===== config.mk =====
export PLATFORM = sky130hd
export DESIGN_NAME = store_snapshot_dumper_flat
export DESIGN_NICKNAME = d
export VERILOG_FILES = /design/src/rtl/baby_pkg.sv /design/src/rtl/store_snapshot_dumper_if.sv /design/src/rtl/store_snapshot_dumper.sv /design/src/flat_wrapper.sv
export SDC_FILE = /design/constraint.sdc
export NUM_CORES = 1
export LEC_CHECK = 0
export BUFFER_PORTS_ARGS = -buffer_cell sky130_fd_sc_hd__buf_2
export CAP_MARGIN = 20
export CORE_MARGIN = 1.5
export CORE_UTILIZATION = 50
export CTS_CLUSTER_SIZE = 20
export DETAILED_ROUTE_END_ITERATION = 8
export PLACE_DENSITY = 0.7
export REMOVE_ABC_BUFFERS = 1
export SLEW_MARGIN = 10
export SYNTH_ARGS = -nofsm -noshare
export SYNTH_HDL_FRONTEND = slang
export SYNTH_SLANG_ARGS = --single-unit

===== constraint.sdc =====
create_clock -name clk -period 6.4 [get_ports clk]
set_input_delay 1.28 -clock clk [delete_from_list [all_inputs] [get_ports clk]]
set_output_delay 1.28 -clock clk [all_outputs]
set_load 0.02 [all_outputs]

===== src/rtl/baby_pkg.sv =====
// Shared Baby store constants, ASCII codes and the snapshot dumper state type.
package baby_pkg;

  localparam int WORD_W    = 32;
  localparam int NUM_LINES = 32;

  localparam logic [7:0] ASCII_0  = 8'h30;
  localparam logic [7:0] ASCII_1  = 8'h31;
  localparam logic [7:0] ASCII_LF = 8'h0A;

  typedef enum logic [2:0] {IDLE, READ, WAIT, SEND_BIT, SEND_LF, FIN} dump_state_t;

  function automatic logic [7:0] bit2ascii(input logic b);
    return b ? ASCII_1 : ASCII_0;
  endfunction

endpackage


===== src/rtl/store_snapshot_dumper_if.sv =====
// Control, store read port and byte TX stream of the snapshot dumper.
interface store_snapshot_dumper_if #(
  parameter int WORD_W = baby_pkg::WORD_W,
  parameter int ADDR_W = 5
) ();
  logic              start;
  logic              abort;
  logic              busy;
  logic              done;
  logic              mem_rd_en;
  logic [ADDR_W-1:0] mem_addr;
  logic [WORD_W-1:0] mem_rdata;
  logic [7:0]        tx_data;
  logic              tx_valid;
  logic              tx_ready;

  modport master (
    input  start, abort, mem_rdata, tx_ready,
    output busy, done, mem_rd_en, mem_addr, tx_data, tx_valid
  );

  modport slave (
    output start, abort, mem_rdata, tx_ready,
    input  busy, done, mem_rd_en, mem_addr, tx_data, tx_valid
  );
endinterface


===== src/rtl/store_snapshot_dumper.sv =====
// Reads the Baby store line by line and streams it as ASCII '0'/'1' chars,
// LSB first, with an LF after each line.
module store_snapshot_dumper #(
  parameter int WORD_W    = baby_pkg::WORD_W,
  parameter int NUM_LINES = baby_pkg::NUM_LINES,
  parameter int ADDR_W    = $clog2(NUM_LINES)
) (
  input  logic                    clk,
  input  logic                    reset,
  store_snapshot_dumper_if.master bus
);
  import baby_pkg::*;

  localparam int                IDX_W     = (WORD_W > 1) ? $clog2(WORD_W) : 1;
  localparam logic [ADDR_W-1:0] LAST_LINE = ADDR_W'(NUM_LINES - 1);
  localparam logic [IDX_W-1:0]  LAST_IDX  = IDX_W'(WORD_W - 1);

  dump_state_t       state_q;
  logic [ADDR_W-1:0] line_q;
  logic [IDX_W-1:0]  idx_q;
  logic [WORD_W-1:0] shift_q;
  logic              abort_pend_q;
  logic              busy_q, done_q, rd_en_q, tx_valid_q;
  logic [ADDR_W-1:0] addr_q;
  logic [7:0]        tx_data_q;

  logic accept, abort_now, to_idle;

  assign accept    = tx_valid_q && bus.tx_ready;
  assign abort_now = bus.abort || abort_pend_q;

  // Abort only takes effect on a byte boundary: before the first byte of a
  // line, or once the byte on the wire has been accepted.
  always_comb begin
    to_idle = 1'b0;
    case (state_q)
      IDLE:              to_idle = 1'b0;
      READ, WAIT:        to_idle = abort_now;
      SEND_BIT, SEND_LF: to_idle = accept && abort_now;
      default:           to_idle = 1'b1;
    endcase
  end

  always_ff @(posedge clk or posedge reset) begin
    if (reset) begin
      state_q      <= IDLE;
      line_q       <= '0;
      idx_q        <= '0;
      shift_q      <= '0;
      abort_pend_q <= 1'b0;
      busy_q       <= 1'b0;
      done_q       <= 1'b0;
      rd_en_q      <= 1'b0;
      addr_q       <= '0;
      tx_valid_q   <= 1'b0;
      tx_data_q    <= 8'h00;
    end else begin
      done_q       <= 1'b0;
      rd_en_q      <= 1'b0;
      abort_pend_q <= abort_pend_q | bus.abort;
      if (to_idle) begin
        state_q      <= IDLE;
        busy_q       <= 1'b0;
        tx_valid_q   <= 1'b0;
        abort_pend_q <= 1'b0;
      end else begin
        case (state_q)
          IDLE: begin
            abort_pend_q <= 1'b0;
            if (bus.start) begin
              state_q <= READ;
              line_q  <= '0;
              addr_q  <= '0;
              rd_en_q <= 1'b1;
              busy_q  <= 1'b1;
            end
          end
          READ: state_q <= WAIT;
          WAIT: begin
            // Word is frozen here so later store writes cannot tear the line.
            shift_q    <= bus.mem_rdata;
            idx_q      <= '0;
            tx_valid_q <= 1'b1;
            tx_data_q  <= bit2ascii(bus.mem_rdata[0]);
            state_q    <= SEND_BIT;
          end
          SEND_BIT: if (accept) begin
            if (idx_q == LAST_IDX) begin
              tx_data_q <= ASCII_LF;
              state_q   <= SEND_LF;
            end else begin
              shift_q   <= shift_q >> 1;
              idx_q     <= idx_q + 1'b1;
              tx_data_q <= bit2ascii(shift_q[1]);
            end
          end
          SEND_LF: if (accept) begin
            tx_valid_q <= 1'b0;
            if (line_q == LAST_LINE) begin
              done_q  <= 1'b1;
              state_q <= FIN;
            end else begin
              line_q  <= line_q + 1'b1;
              addr_q  <= line_q + 1'b1;
              rd_en_q <= 1'b1;
              state_q <= READ;
            end
          end
          default: state_q <= IDLE;
        endcase
      end
    end
  end

  assign bus.busy      = busy_q;
  assign bus.done      = done_q;
  assign bus.mem_rd_en = rd_en_q;
  assign bus.mem_addr  = addr_q;
  assign bus.tx_valid  = tx_valid_q;
  assign bus.tx_data   = tx_data_q;

endmodule


===== src/flat_wrapper.sv =====
// flat-port wrapper written by rule: the top's interface ports become plain ports
module store_snapshot_dumper_flat import baby_pkg::*;
#(
  parameter int WORD_W    = baby_pkg::WORD_W,
  parameter int NUM_LINES = baby_pkg::NUM_LINES,
  parameter int ADDR_W    = $clog2(NUM_LINES)
)
  (clk, reset, bus_start, bus_abort, bus_mem_rdata, bus_tx_ready, bus_busy, bus_done, bus_mem_rd_en, bus_mem_addr, bus_tx_data, bus_tx_valid);
  store_snapshot_dumper_if #(.WORD_W(WORD_W), .ADDR_W(ADDR_W)) bus_i ();
  input  logic clk;
  input  logic reset;
  input wire logic [$bits(bus_i.start)-1:0] bus_start;
  input wire logic [$bits(bus_i.abort)-1:0] bus_abort;
  input wire logic [$bits(bus_i.mem_rdata)-1:0] bus_mem_rdata;
  input wire logic [$bits(bus_i.tx_ready)-1:0] bus_tx_ready;
  output wire logic [$bits(bus_i.busy)-1:0] bus_busy;
  output wire logic [$bits(bus_i.done)-1:0] bus_done;
  output wire logic [$bits(bus_i.mem_rd_en)-1:0] bus_mem_rd_en;
  output wire logic [$bits(bus_i.mem_addr)-1:0] bus_mem_addr;
  output wire logic [$bits(bus_i.tx_data)-1:0] bus_tx_data;
  output wire logic [$bits(bus_i.tx_valid)-1:0] bus_tx_valid;
  assign bus_i.start = bus_start;
  assign bus_i.abort = bus_abort;
  assign bus_i.mem_rdata = bus_mem_rdata;
  assign bus_i.tx_ready = bus_tx_ready;
  assign bus_busy = bus_i.busy;
  assign bus_done = bus_i.done;
  assign bus_mem_rd_en = bus_i.mem_rd_en;
  assign bus_mem_addr = bus_i.mem_addr;
  assign bus_tx_data = bus_i.tx_data;
  assign bus_tx_valid = bus_i.tx_valid;
  store_snapshot_dumper #(.WORD_W(WORD_W), .NUM_LINES(NUM_LINES), .ADDR_W(ADDR_W)) u_core (.clk(clk), .reset(reset), .bus(bus_i));
endmodule

# Word-level counts from Yosys, hierarchy flattened
# Index checks and enable logic that the tools add are counted.
# totals
n_memories	0
romBits	0
wordCells	86
in_bits	37
regBits	58
ramBits	0
output_inout_bits	17
latchBits	0
# classes
n_lt_le_gt_ge	0
n_eq_ne	15
n_div	0
addsub	2
n_mul	0
bitwise	2
reduce_logical	17
n_shift	0
muxes	40
# op_table
operator	count
$mux W32	2
$pmux W32 S2	1
$mux W5	5
$pmux W5 S2	2
$mux W3	6
$mux W1	17
$mux W8	2
$pmux W8 S2	1
$pmux W3 S5	1
$add A5 B1 Y5 const B	2
$eq A5 B5 Y1 const B	2
$ne A3 B1 Y1 const B	3
$reduce_and A4 Y1	2
$reduce_bool A2 Y1	4
$eq A3 B2 Y1 const B	2
$ne A2 B2 Y1 const B	3
$reduce_and A5 Y1	1
$ne A2 B1 Y1 const B	2
$pmux W1 S2	2
$reduce_and A2 Y1	2
$reduce_or A2 Y1	2
$eq A3 B1 Y1 const B	1
$eq A3 B3 Y1 const B	1
$logic_not A3 Y1	1
8 further kinds	9

# Logic depth before layout (Yosys ltp)
# Gate-level depths: netlist (run 1).
# logic_depth
ltp_word	5
ltp_mapped	8
ltp_nobuf	7

# Least setup slack after synthesis (run 1)
# No wires, ideal clock.
# synth_timing
path_kind	input port to flip-flop
from	in bus_abort
to	reg u_core.shift_q[23]
n_path_buf	2
arrival_time_ns	2.598
setup_slack_ns	3.677
setup_ns	0.125
required_time_ns	6.275
path_stages	5
path_cell_list	or4b_1 -> buf_2 -> a21oi_4 -> buf_6 -> mux2_2
# synth_between
elab_chain_len	5
# synth_lines
element	line	source
start: declaration	flat_wrapper.sv:13	input wire logic [$bits(bus_i.abort)-1:0] bus_abort;
$logic_or A1 B1 Y1 (*)	store_snapshot_dumper.sv:30	assign abort_now = bus.abort || abort_pend_q;
$logic_and A1 B1 Y1	store_snapshot_dumper.sv:39	SEND_BIT, SEND_LF: to_idle = accept && abort_now;
$pmux W1 S3 (*)	store_snapshot_dumper.sv:36	case (state_q)
$not A1 Y1 (no source line) (*)	--	
$reduce_and A4 Y1 (no source line) (*)	--	
end signal: assignment	store_snapshot_dumper.sv:81	shift_q <= bus.mem_rdata;
end signal: assignment	store_snapshot_dumper.sv:92	shift_q <= shift_q >> 1;
end: declaration	store_snapshot_dumper.sv:21	logic [WORD_W-1:0] shift_q;
# Every way passes the cells marked *; elsewhere a longest branch is shown, timed or not.
# A chain may end at the register's enable or synchronous reset.

# Final worst setup path (run 1)
# layout_timing
from	in bus_abort
to	reg u_core.shift_q[3]
# Same word-level chain as after synthesis.

==> summary.md, run 1 <==
| Metric | Value |
|---|---|
| Unrepaired setup endpoints after global routing | `no` |
| Final Cycle Share | `between 40% and 50%` |
| Die Span X | `a little under 80 um` |
| TritonCTS clock tree | `built` |
| Clock share of power | `roughly a fifth` |
| Ys async rst share | `100%` |
| Sequential area share after synthesis | `between 40% and 50%` |
| Clock root buffer | `clkbuf_8` |
| Max cap viols | `0` |
| Worst r2r path cells | `8` |
| HP Class | `register to register` |
| Gr usage total | `roughly 18%` |
| Max rail drop VDD | `roughly 0.2 mV` |
| Core Util, Final | `between 60% and 70%` |
| Fin. Hold Viols | `0` |
| Nets@finish | `307` |
| Psw | `between 300 and 400 uW` |
| Worst Hold Depth | `1` |
| DR vias/cell | `roughly 5.5` |
| Max H-tree Level | `2` |
| Vias | `about 1800` |
| Final Power | `about 1200 uW` |
| Crit Path Category | `input pin to register` |
| Initial antenna violation count | `0` |
| Max clock buf depth | `2` |
| Area grow syn2layout | `14.4%` |
| HPWL after DPL | `~3.3 mm` |
| Final GP Congestion | `roughly 0.8` |
| # IOs | `54` |
| Critical Path AT | `3.15 ns` |
| Hold buffer count at cts | `0` |
| Startpoint types | `input pin` |
| Worst skew pair latency | `around 0.3 ns` |
| Cell-internal power | `around 840 uW` |
| Highest clock rate | `about 340 MHz` |
| Sw frac | `about a third` |
| Avg Inst Size Synth | `12.2 um2` |
| Core box area | `around 5200 um2` |
| First-pass GRT wire length | `~8.3 mm` |
| Setup Total Neg Slack | `0 ns` |
| YS warnings | `0` |
| Yosys reg bits | `52` |
| Logic pwr share | `35.1%` |
| Worst Tran Pin Value | `approximately 0.97 ns` |
| Final setup viols | `0` |
| Clock Skew | `0.00747 ns` |
| Die area | `approximately 6000 um2` |
| Largest net degree at the start of global routing | `53` |
| Critical path peak fanout | `18` |
| Total iterations of the first detailed-routing run | `4` |
| EDFF count, synth | `0` |
| Initial Utilization | `between 50% and 60%` |
| Slew headroom | `a little over a third` |
| Ant diodes | `0` |
| Netlist cell types | `46` |
| Wirelength per Cell | `approximately 14 um` |
| Synthesized instance count | `roughly 220` |
| Congestion Overflow GR | `0` |
| Drt initial violations | `80` |
| Synth Flop Type | `dfrtp_1` |
| DRT antenna net count | `0` |
| Synthesized cell area | `2730 um2` |
| Pleak | `0.00144 uW` |
| WP data required | `about 6.6 ns` |
| Num CTS Buffers | `5` |
| Status | `finished, final reports clean` |
| Critical path capture point type | `register` |
| Die Ht | `between 70 and 80 um` |
| Share of layout cells above drive strength 1 | `between 40 and 50%` |
| Post-CTS Setup Inserts | `0` |
| Vias in the first global route | `around 1900` |
| Max-slew violation count | `0` |
| Clk sinks | `between 50 and 60` |
| Pwr dens | `394 nW/um2` |
| Clock transition at path regs | `~0.090 ns` |
| Resize count post-CTS | `0` |
| DRC | `0` |
| Final WL | `around 4.8 mm` |
| Port buffer count | `50` |
| Tmin final | `between 2 and 3 ns` |
| Reg2reg setup slack | `about 3.9 ns` |
| Row cnt | `26` |
| Sequential share of power | `45.2%` |
## layout by cell type, fill, tap and decap left out, types with 4 or more instances in the layout
| master | Yosys | final |
|---|---|---|
| nand3_1 | 4 | 4 |
| a31oi_1 | 4 | 4 |
| o21ai_0 | 7 | 7 |
| nand2_1 | 7 | 7 |
| ha_1 | 4 | 4 |
| mux2_2 | 64 | 64 |
| nor2_1 | 4 | 4 |
| clkbuf_8 | 0 | 7 |
| buf_2 | 4 | 50 |
| and3_1 | 4 | 4 |
| dfrtp_1 | 52 | 52 |
| inv_1 | 7 | 6 |
## power groups by stage
stage          sequential [uW]  combinational, uW  clock [uW]
2_1_floorplan              566                310           0
3_3_place_gp               559                418           0
3_5_place_dp               565                428           0
4_1_cts                    558                430         253
5_1_grt                    577                475         264
6_report                   556                432         243
## per-layer routing
layer	track usage (%)	share of wire, %
met3	5.24	6.0
met4	6.48	1.5
met5	0	0
met2	29.5	48
met1	21.1	45
## cell families (layout without fill, tap and decap cells)
| kind of cell | Yosys count | count (layout) | synth area share [%] |
|---|---|---|---|
| adder cells (fa/ha/maj) | 4 | 4 | 1.83 |
| AO/OA/AOI/OAI | 29 | 29 | 7.65 |
| other | 1 | 3 | 0.137 |
| flip-flops | 52 | 52 | 47.7 |
| multiplexers | 67 | 67 | 27.5 |
| buffers and inverters | 25 | 67 | 5.13 |
| AND/OR/NAND/NOR | 45 | 45 | 10.1 |
## cells in the mapped netlist, types with 4 or more instances
| cell type | number | area [um2] |
|---|---|---|
| and3_1 | 4 | 25.0 |
| buf_4 | 5 | 37.5 |
| mux2_2 | 64 | 721 |
| ha_1 | 4 | 50.1 |
| nand3_1 | 4 | 20.0 |
| nor2_1 | 4 | 15.0 |
| a31oi_1 | 4 | 25.0 |
| clkbuf_1 | 6 | 22.5 |
| inv_1 | 7 | 26.3 |
| buf_2 | 4 | 20.0 |
| nand2_1 | 7 | 26.3 |
| o21ai_0 | 7 | 35.0 |
| dfrtp_1 | 52 | 1300 |
## path summary, 6_finish.rpt
kind | start | endpoint
min in group asynchronous | reset | u_core.shift_q[18]
max | bus_abort | u_core.shift_q[3]
min reg2reg | u_core.shift_q[17] | u_core.shift_q[17]
max reg2reg | u_core.idx_q[0] | u_core.shift_q[3]
max in group asynchronous | reset | u_core.bus.tx_data[4]
min | u_core.shift_q[17] | u_core.shift_q[17]
## critical path, cell delays in order
cell and delay [ns]:
buf_2 0.14, or4b_1 0.60, a21oi_4 0.54, buf_16 0.23
mux2_2 0.35
## cell type report
class | count | area, um2
Clock inverter | 1 | 30.0
Sequential cell | 52 | 1300
Multi-Input combinational cell | 148 | 1300
Fill cell | 443 | 2050
Inverter | 7 | 26.3
Timing Repair Buffer | 52 | 285
Tap cell | 70 | 87.6
Clock buffer | 7 | 96.3
## stage by stage
stage	cells	setup WS, ns	hold slack, ns	instance area, um2
after detailed placement	328	2.95	0.489	2970
after CTS	336	3.27	0.504	3100
after floorplan	207	3.38	0.470	2620
after global routing	337	3.37	0.520	3120
final	337	3.44	0.509	3120
after global placement	328	2.95	0.485	2970
## registers in the layout, summed over array words and instances, names as in the netlist
name / count
u_core.abort_pend_q: 1
u_core.bus.busy: 1
u_core.bus.done: 1
u_core.bus.mem_addr: 5
u_core.bus.mem_rd_en: 1
u_core.bus.tx_data: 3
u_core.bus.tx_valid: 1
u_core.idx_q: 5
u_core.shift_q: 31
u_core.state_q: 3
Note: power is estimated with default switching activity, not from simulation.
==> run 2: changes to the inputs <==
--- a/config.mk
+++ b/config.mk
@@ -5,13 +5,14 @@
 export SDC_FILE = /design/constraint.sdc
 export NUM_CORES = 1
 export LEC_CHECK = 0
+export ABC_AREA = 1
 export BUFFER_PORTS_ARGS = -buffer_cell sky130_fd_sc_hd__buf_2
 export CAP_MARGIN = 20
 export CORE_MARGIN = 1.5
-export CORE_UTILIZATION = 50
+export CORE_UTILIZATION = 49
 export CTS_CLUSTER_SIZE = 20
 export DETAILED_ROUTE_END_ITERATION = 8
-export PLACE_DENSITY = 0.7
+export PLACE_DENSITY = 0.72
 export REMOVE_ABC_BUFFERS = 1
 export SLEW_MARGIN = 10
 export SYNTH_ARGS = -nofsm -noshare
==> constraint.sdc (replaced) <==
create_clock -name clk -period 2.4 [get_ports clk]
set_input_delay 0.48 -clock clk [delete_from_list [all_inputs] [get_ports clk]]
set_output_delay 0.48 -clock clk [all_outputs]
set_load 0.02 [all_outputs]
==> summary.md, run 2 <==
| Metric | Value |
|---|---|
| Vias in the first global route | `2154` |
| Worst Tran Pin Value | `0.571 ns` |
| Share of layout cells above drive strength 1 | `between 10% and 20%` |
| Setup Total Neg Slack | `0 ns` |
| Row cnt | `26` |
| HP Class | `input pin to async pin` |
| Status | `finished, final reports clean` |
| Max-slew violation count | `0` |
| YS warnings | `0` |
| Synthesized cell area | `2710 um2` |
| Critical path capture point type | `register` |
| Slew headroom | `about three fifths` |
| Logic pwr share | `43.6%` |
| Ant diodes | `0` |
| Crit Path Category | `register to register` |
| DR vias/cell | `4.71` |
| Critical Path AT | `about 2.2 ns` |
| Pwr dens | `approximately 1100 nW/um2` |
| Synth area leader | `dfrtp_1` |
| Hold buffer count at cts | `0` |
| HPWL after DPL | `3.63 mm` |
| Sequential share of power | `40.0%` |
| Vias | `around 2300` |
| Worst skew pair latency | `about 0.3 ns` |
| Worst r2r path cells | `10` |
| Fin. Hold Viols | `0` |
| Non-filler cells, final | `about 500` |
| Clock Skew | `slightly below 0.007 ns` |
| Max FFs per register | `31` |
| Avg Inst Size Synth | `7.11 um2` |
| Synth area leaders | `dfrtp_1 (48%), nand2_1 (32%), nor2_1 (2.4%)` |
| Clock transition at path regs | `about 0.090 ns` |
| Port buffer count | `50` |
| Drt initial violations | `~140` |
| Num CTS Buffers | `5` |
| Final Power | `~3600 uW` |
| Largest net degree at the start of global routing | `34` |
| Total iterations of the first detailed-routing run | `5` |
| Clock root buffer | `clkbuf_8` |
| Placed Instances | `between 400 and 500` |
| Max H-tree Level | `2` |
| Initial Utilization | `approximately 52%` |
| WP data required | `2.60 ns` |
| Final Cycle Share | `83.8%` |
| First-pass GRT wire length | `roughly 9.5 mm` |
| Final setup viols | `0` |
| Startpoint types | `register` |
| Max rail drop VDD | `about 0.47 mV` |
| Core Util, Final | `approximately three fifths` |
| Most frequent cells in the layout | `nand2_1 (232), dfrtp_1 (52), buf_2 (50)` |
| Resize count post-CTS | `0` |
| Unrepaired setup endpoints after global routing | `no` |
| Wirelength per Cell | `between 10 and 15 um` |
| EDFF count, synth | `0` |
| Max clock buf depth | `2` |
| Gr usage total | `between 10% and 20%` |
| Core box area | `around 5200 um2` |
| Tmin final | `around 2 ns` |
| Max cap viols | `0` |
| Commonest non-fill, non-tap cell in the layout | `nand2_1` |
| Clk sinks | `52` |
| Netlist cell types | `25` |
| Die Ht | `between 70 and 80 um` |
| Synth Flop Type | `dfrtp_1` |
| Final WL | `about 5.4 mm` |
| Ys async rst share | `100%` |
| DRC | `0` |
| Initial antenna violation count | `0` |
| Critical path peak fanout | `6` |
| # IOs | `54` |
| Post-CTS Setup Inserts | `0` |
| Reg2reg start | `u_core.bus.mem_addr[0]` |
| Filler cells | `slightly above 500` |
| Reg2reg end | `u_core.bus.mem_addr[1]` |
| Die Span X | `approximately 77 um` |
| Final GP Congestion | `between 0.8 and 0.9` |
| Nets@finish | `approximately 470` |
| Yosys reg bits | `between 50 and 60` |
| Cell-internal power | `slightly above 2000 uW` |
| Most frequent cell after synthesis | `nand2_1` |
| Synthesized instance count | `roughly 380` |
| WHS | `approximately 0.22 ns` |
| Area grow syn2layout | `15.7%` |
| Yosys top cell area share | `about half` |
| TritonCTS clock tree | `built` |
| Highest clock rate | `approximately 500 MHz` |
| DRT antenna net count | `0` |
| Synth top cells by count | `nand2_1 (232), dfrtp_1 (52), nor2_1 (17), inv_1 (15), nand3_1 (12)` |
| Die area | `between 5000 and 6000 um2` |
| Sw frac | `a little over two fifths` |
| Sequential area share after synthesis | `48.0%` |
| Congestion Overflow GR | `0` |
| Psw | `1510 uW` |
| Reg2reg setup slack | `about 0.39 ns` |
| Clock share of power | `between 10% and 20%` |
| Most flops, register | `u_core.shift_q` |
| Pleak | `approximately 0.0018 uW` |
run 2: worst max-delay path by stage:
stage,start,endpoint,slack (ns),cells after the start
floorplan,u_core.state_q[2],u_core.idx_q[0],-0.07,6
global placement,u_core.bus.mem_addr[0],u_core.bus.mem_addr[3],0.45,10
detailed placement,u_core.bus.mem_addr[0],u_core.bus.mem_addr[3],0.39,10
CTS,u_core.bus.mem_addr[0],u_core.bus.mem_addr[3],0.38,10
global route,u_core.bus.mem_addr[0],u_core.bus.mem_addr[3],0.17,10
finish,u_core.bus.mem_addr[0],u_core.bus.mem_addr[1],0.39,10
run 2: kinds of logic (layout without fill, tap and decap cells):
group | Yosys count | in the layout | share of synthesized area [%]
DFF | 52 | 52 | 48.0
xor gates and xnor gates | 1 | 1 | 0.323
and+or+nand+nor | 275 | 275 | 41.2
adders and majority gates | 4 | 4 | 1.85
other | 1 | 3 | 0.138
AOI/OAI and AO/OA | 12 | 12 | 2.22
buffers and inverters | 36 | 82 | 6.19
run 2: worst max-delay path, stage by stage, from the launching register on:
cell and delay [ns]:
dfrtp_1 0.44, ha_1 0.23, nand2_1 0.07, nor2_1 0.05, ha_1 0.17, nand3_1 0.12, nand2_1 0.07, nor2_1 0.35
nand2_1 0.25, nand2_1 0.11, nand2_1 0.05
run 2: through the flow:
stage	area, um2	worst slack [ns]
after floorplan	2620	-0.0713
after detailed placement	3030	0.389
after CTS	3130	0.380
after global placement	3030	0.455
final	3130	0.388
after global routing	3130	0.171
run 2: layout make-up:
class	count	area [um2]	share of cell area [%]
Sequential cell	52	1300	41.5
Tap cell	70	87.6	2.79
Clock inverter	2	35.0	1.12
Clock buffer	6	72.6	2.32
Timing Repair Buffer	56	320	10.2
Multi-Input combinational cell	295	1250	39.9
Inverter	18	67.6	2.16
run 2: power groups by stage:
| stage | clock (uW) | combinational [uW] | sequential (uW) |
|---|---|---|---|
| 6_report | 588 | 1560 | 1430 |
| 4_1_cts | 612 | 1590 | 1430 |
| 3_3_place_gp | 0 | 1540 | 1430 |
| 5_1_grt | 637 | 1800 | 1470 |
| 3_5_place_dp | 0 | 1600 | 1430 |
| 2_1_floorplan | 0 | 1070 | 1460 |
run 2: routing by layer:
metal / up-vias / track usage, % / share of wire [%]
met1: 1050 / 26.7 / 50
met4: 0 / 5.64 / 1.1
met5: - / 0 / 0
li1: 1247 / - / -
met3: 7 / 4.47 / 3.8
met2: 45 / 31.3 / 45
==> run 3: changes to the inputs <==
==> constraint.sdc (replaced) <==
create_clock -name clk -period 1.65 [get_ports clk]
set_input_delay 0.33 -clock clk [delete_from_list [all_inputs] [get_ports clk]]
set_output_delay 0.33 -clock clk [all_outputs]
set_load 0.02 [all_outputs]
==> summary.md, run 3 (synthesized netlist as in run 2, its figures left out) <==
| Metric | Value |
|---|---|
| Clock Skew | `around 0.0065 ns` |
| WP data required | `around 1.8 ns` |
| # IOs | `54` |
| DRT antenna net count | `0` |
| Share of layout cells above drive strength 1 | `between 30% and 40%` |
| Global Route met1 Usage | `27.7%` |
| Unrepaired setup endpoints after global routing | `yes` |
| Wirelength per Cell | `around 13 um` |
| Psw | `2710 uW` |
| Clock transition at path regs | `about 0.090 ns` |
| Sequential share of power | `around a third` |
| Gr usage total | `21.1%` |
| Reg2reg setup slack | `-0.03 ns` |
| Pwr dens | `roughly 1700 nW/um2` |
| Slowest-stage cell, CP | `dfrtp_1` |
| Setup Total Neg Slack | `-0.0950 ns` |
| Delay of the slowest critical-path stage | `between 0.4 and 0.5 ns` |
| Most frequent cells in the layout | `nand2_1 (191), buf_2 (50), dfrtp_1 (50)` |
| Final Power | `6220 uW` |
| CP most frequent cell | `nand2_2` |
| Ant diodes | `0` |
| Grt peak-use layer | `met2` |
| Max cap viols | `0` |
| Vias | `2581` |
| Sw frac | `~43%` |
| Commonest non-fill, non-tap cell in the layout | `nand2_1` |
| DR vias/cell | `4.96` |
| Nets@finish | `491` |
| Reg2reg start | `u_core.idx_q[1]` |
| Max FFs per register | `31` |
| Clk sinks | `52` |
| DRC | `0` |
| Place WS | `-0.0578 ns` |
| Max rail drop VDD | `between 0.8 and 0.9 mV` |
| Core box area | `around 5200 um2` |
| Area grow syn2layout | `33.2%` |
| HPWL after DPL | `4.02 mm` |
| Critical Path AT | `around 1.9 ns` |
| Max H-tree Level | `2` |
| Final Cycle Share | `102%` |
| Final WL | `~6.7 mm` |
| Total iterations of the first detailed-routing run | `4` |
| Largest net degree at the start of global routing | `34` |
| Initial Utilization | `between 50% and 60%` |
| Max clock buf depth | `2` |
| TritonCTS clock tree | `built` |
| Design Area, Final | `3610 um2` |
| Worst skew pair latency | `approximately 0.31 ns` |
| First-pass GRT wire length | `just over 10 mm` |
| Startpoint types | `register` |
| Logic pwr share | `between 50% and 60%` |
| Congestion Overflow GR | `0` |
| Hold buffer count at cts | `0` |
| HP Class | `input pin to async pin` |
| Placed Area | `~3100 um2` |
| Initial antenna violation count | `0` |
| Most flops, register | `u_core.shift_q` |
| Cell-internal power | `~3500 uW` |
| Status | `finished, violations left` |
| Row cnt | `26` |
| Highest clock rate | `~600 MHz` |
| M3 GR Usage | `under 10%` |
| Critical path peak fanout | `7` |
| Failing checks | `setup timing` |
| Cells along the critical path | `ha_2 > nand2_2 > nor2_4 > ha_4 > nand2_4 > nand4_4 > clkbuf_16 > nand2_2 > nand2_1` |
| Fin. Hold Viols | `0` |
| Die Ht | `77.4 um` |
| Critical path capture point type | `register` |
| Non-filler cells, final | `520` |
| Clock share of power | `around an eighth` |
| Clock root buffer | `clkbuf_8` |
| Final GP Congestion | `approximately 0.84` |
| Placed Instances | `503` |
| Crit Path Category | `register to register` |
| Buf+Inv Stages, Crit Path | `1` |
| Vias in the first global route | `2269` |
| Final WS setup | `-0.0272 ns` |
| Worst r2r path cells | `9` |
| Max-slew violation count | `0` |
| Die area | `between 5000 and 6000 um2` |
| Die Span X | `~77 um` |
| Crit path max-delay family | `simple AND/OR/NAND/NOR gates` |
| Met2 usage | `35.0%` |
| Pleak | `~0.0021 uW` |
| Final setup viols | `12` |
| Drt initial violations | `between 100 and 150` |
| Num CTS Buffers | `5` |
| Tmin final | `~1.7 ns` |
| Reg2reg end | `u_core.idx_q[2]` |
| Port buffer count | `50` |
run 3: cell count changes in the layout (fill, tap and decap cells not counted), moves of 3 or more:
cell / before / now
nor2_4: 1 / 4
ha_1: 4 / 1
clkbuf_16: 0 / 3
buf_4: 4 / 17
nand2_4: 0 / 10
buf_6: 0 / 5
nand2_2: 2 / 33
nand2_1: 232 / 191
run 3: what timing repair did:
action,4_1_cts,5_1_grt
cloned,1,4
setup endpoints to repair,43,44
gates resized for setup,7,70
pin swaps,1,22
buffers inserted,3,3
run 3: area by class of cell:
| cell class | count | area [um2] |
|---|---|---|
| fill | 417 | 1600 |
| multi-input combinational | 295 | 1470 |
| sequential | 52 | 1300 |
| timing repair buffer | 78 | 577 |
| clock buffer | 7 | 96.3 |
| tap | 70 | 87.6 |
| inverter | 18 | 70.1 |
run 3: worst max path at each step:
stage / from / end / slack [ns] / depth (start not counted)
floorplan: u_core.state_q[2] / u_core.idx_q[0] / -0.82 / 6
finish: u_core.idx_q[1] / u_core.idx_q[2] / -0.03 / 9
CTS: u_core.idx_q[0] / u_core.shift_q[24] / -0.002 / 10
global placement: u_core.bus.mem_addr[0] / u_core.bus.mem_addr[1] / 0.05 / 10
global route: u_core.idx_q[1] / u_core.idx_q[2] / -0.12 / 9
detailed placement: u_core.idx_q[1] / u_core.state_q[0] / -0.06 / 9
run 3: metal layers:
layer  wire length [um]  share of wire [%]  vias to the layer above
li1                   -                  -                     1285
met1               2950                 44                     1204
met5                  0                  0                        -
met2               3280                 49                       85
met4                 64               0.96                        0
met3                371                5.6                        7
run 3: per-stage QoR:
stage	hold WS [ns]	utilization, %
4_1_cts	0.0248	63.3
6_report	0.0143	69.3
3_5_place_dp	0.365	60.1
2_1_floorplan	0.449	-
3_3_place_gp	0.358	60.1
5_1_grt	0.0464	69.3
run 3: power by group through the flow:
| stage | logic, uW | registers [uW] | clock network [uW] |
|---|---|---|---|
| CTS | 2710 | 2060 | 806 |
| finish | 3320 | 2120 | 783 |
| detailed placement | 2540 | 2060 | 0 |
| floorplan | 1560 | 2120 | 0 |
| global route | 3670 | 2180 | 842 |
| global placement | 2460 | 2060 | 0 |
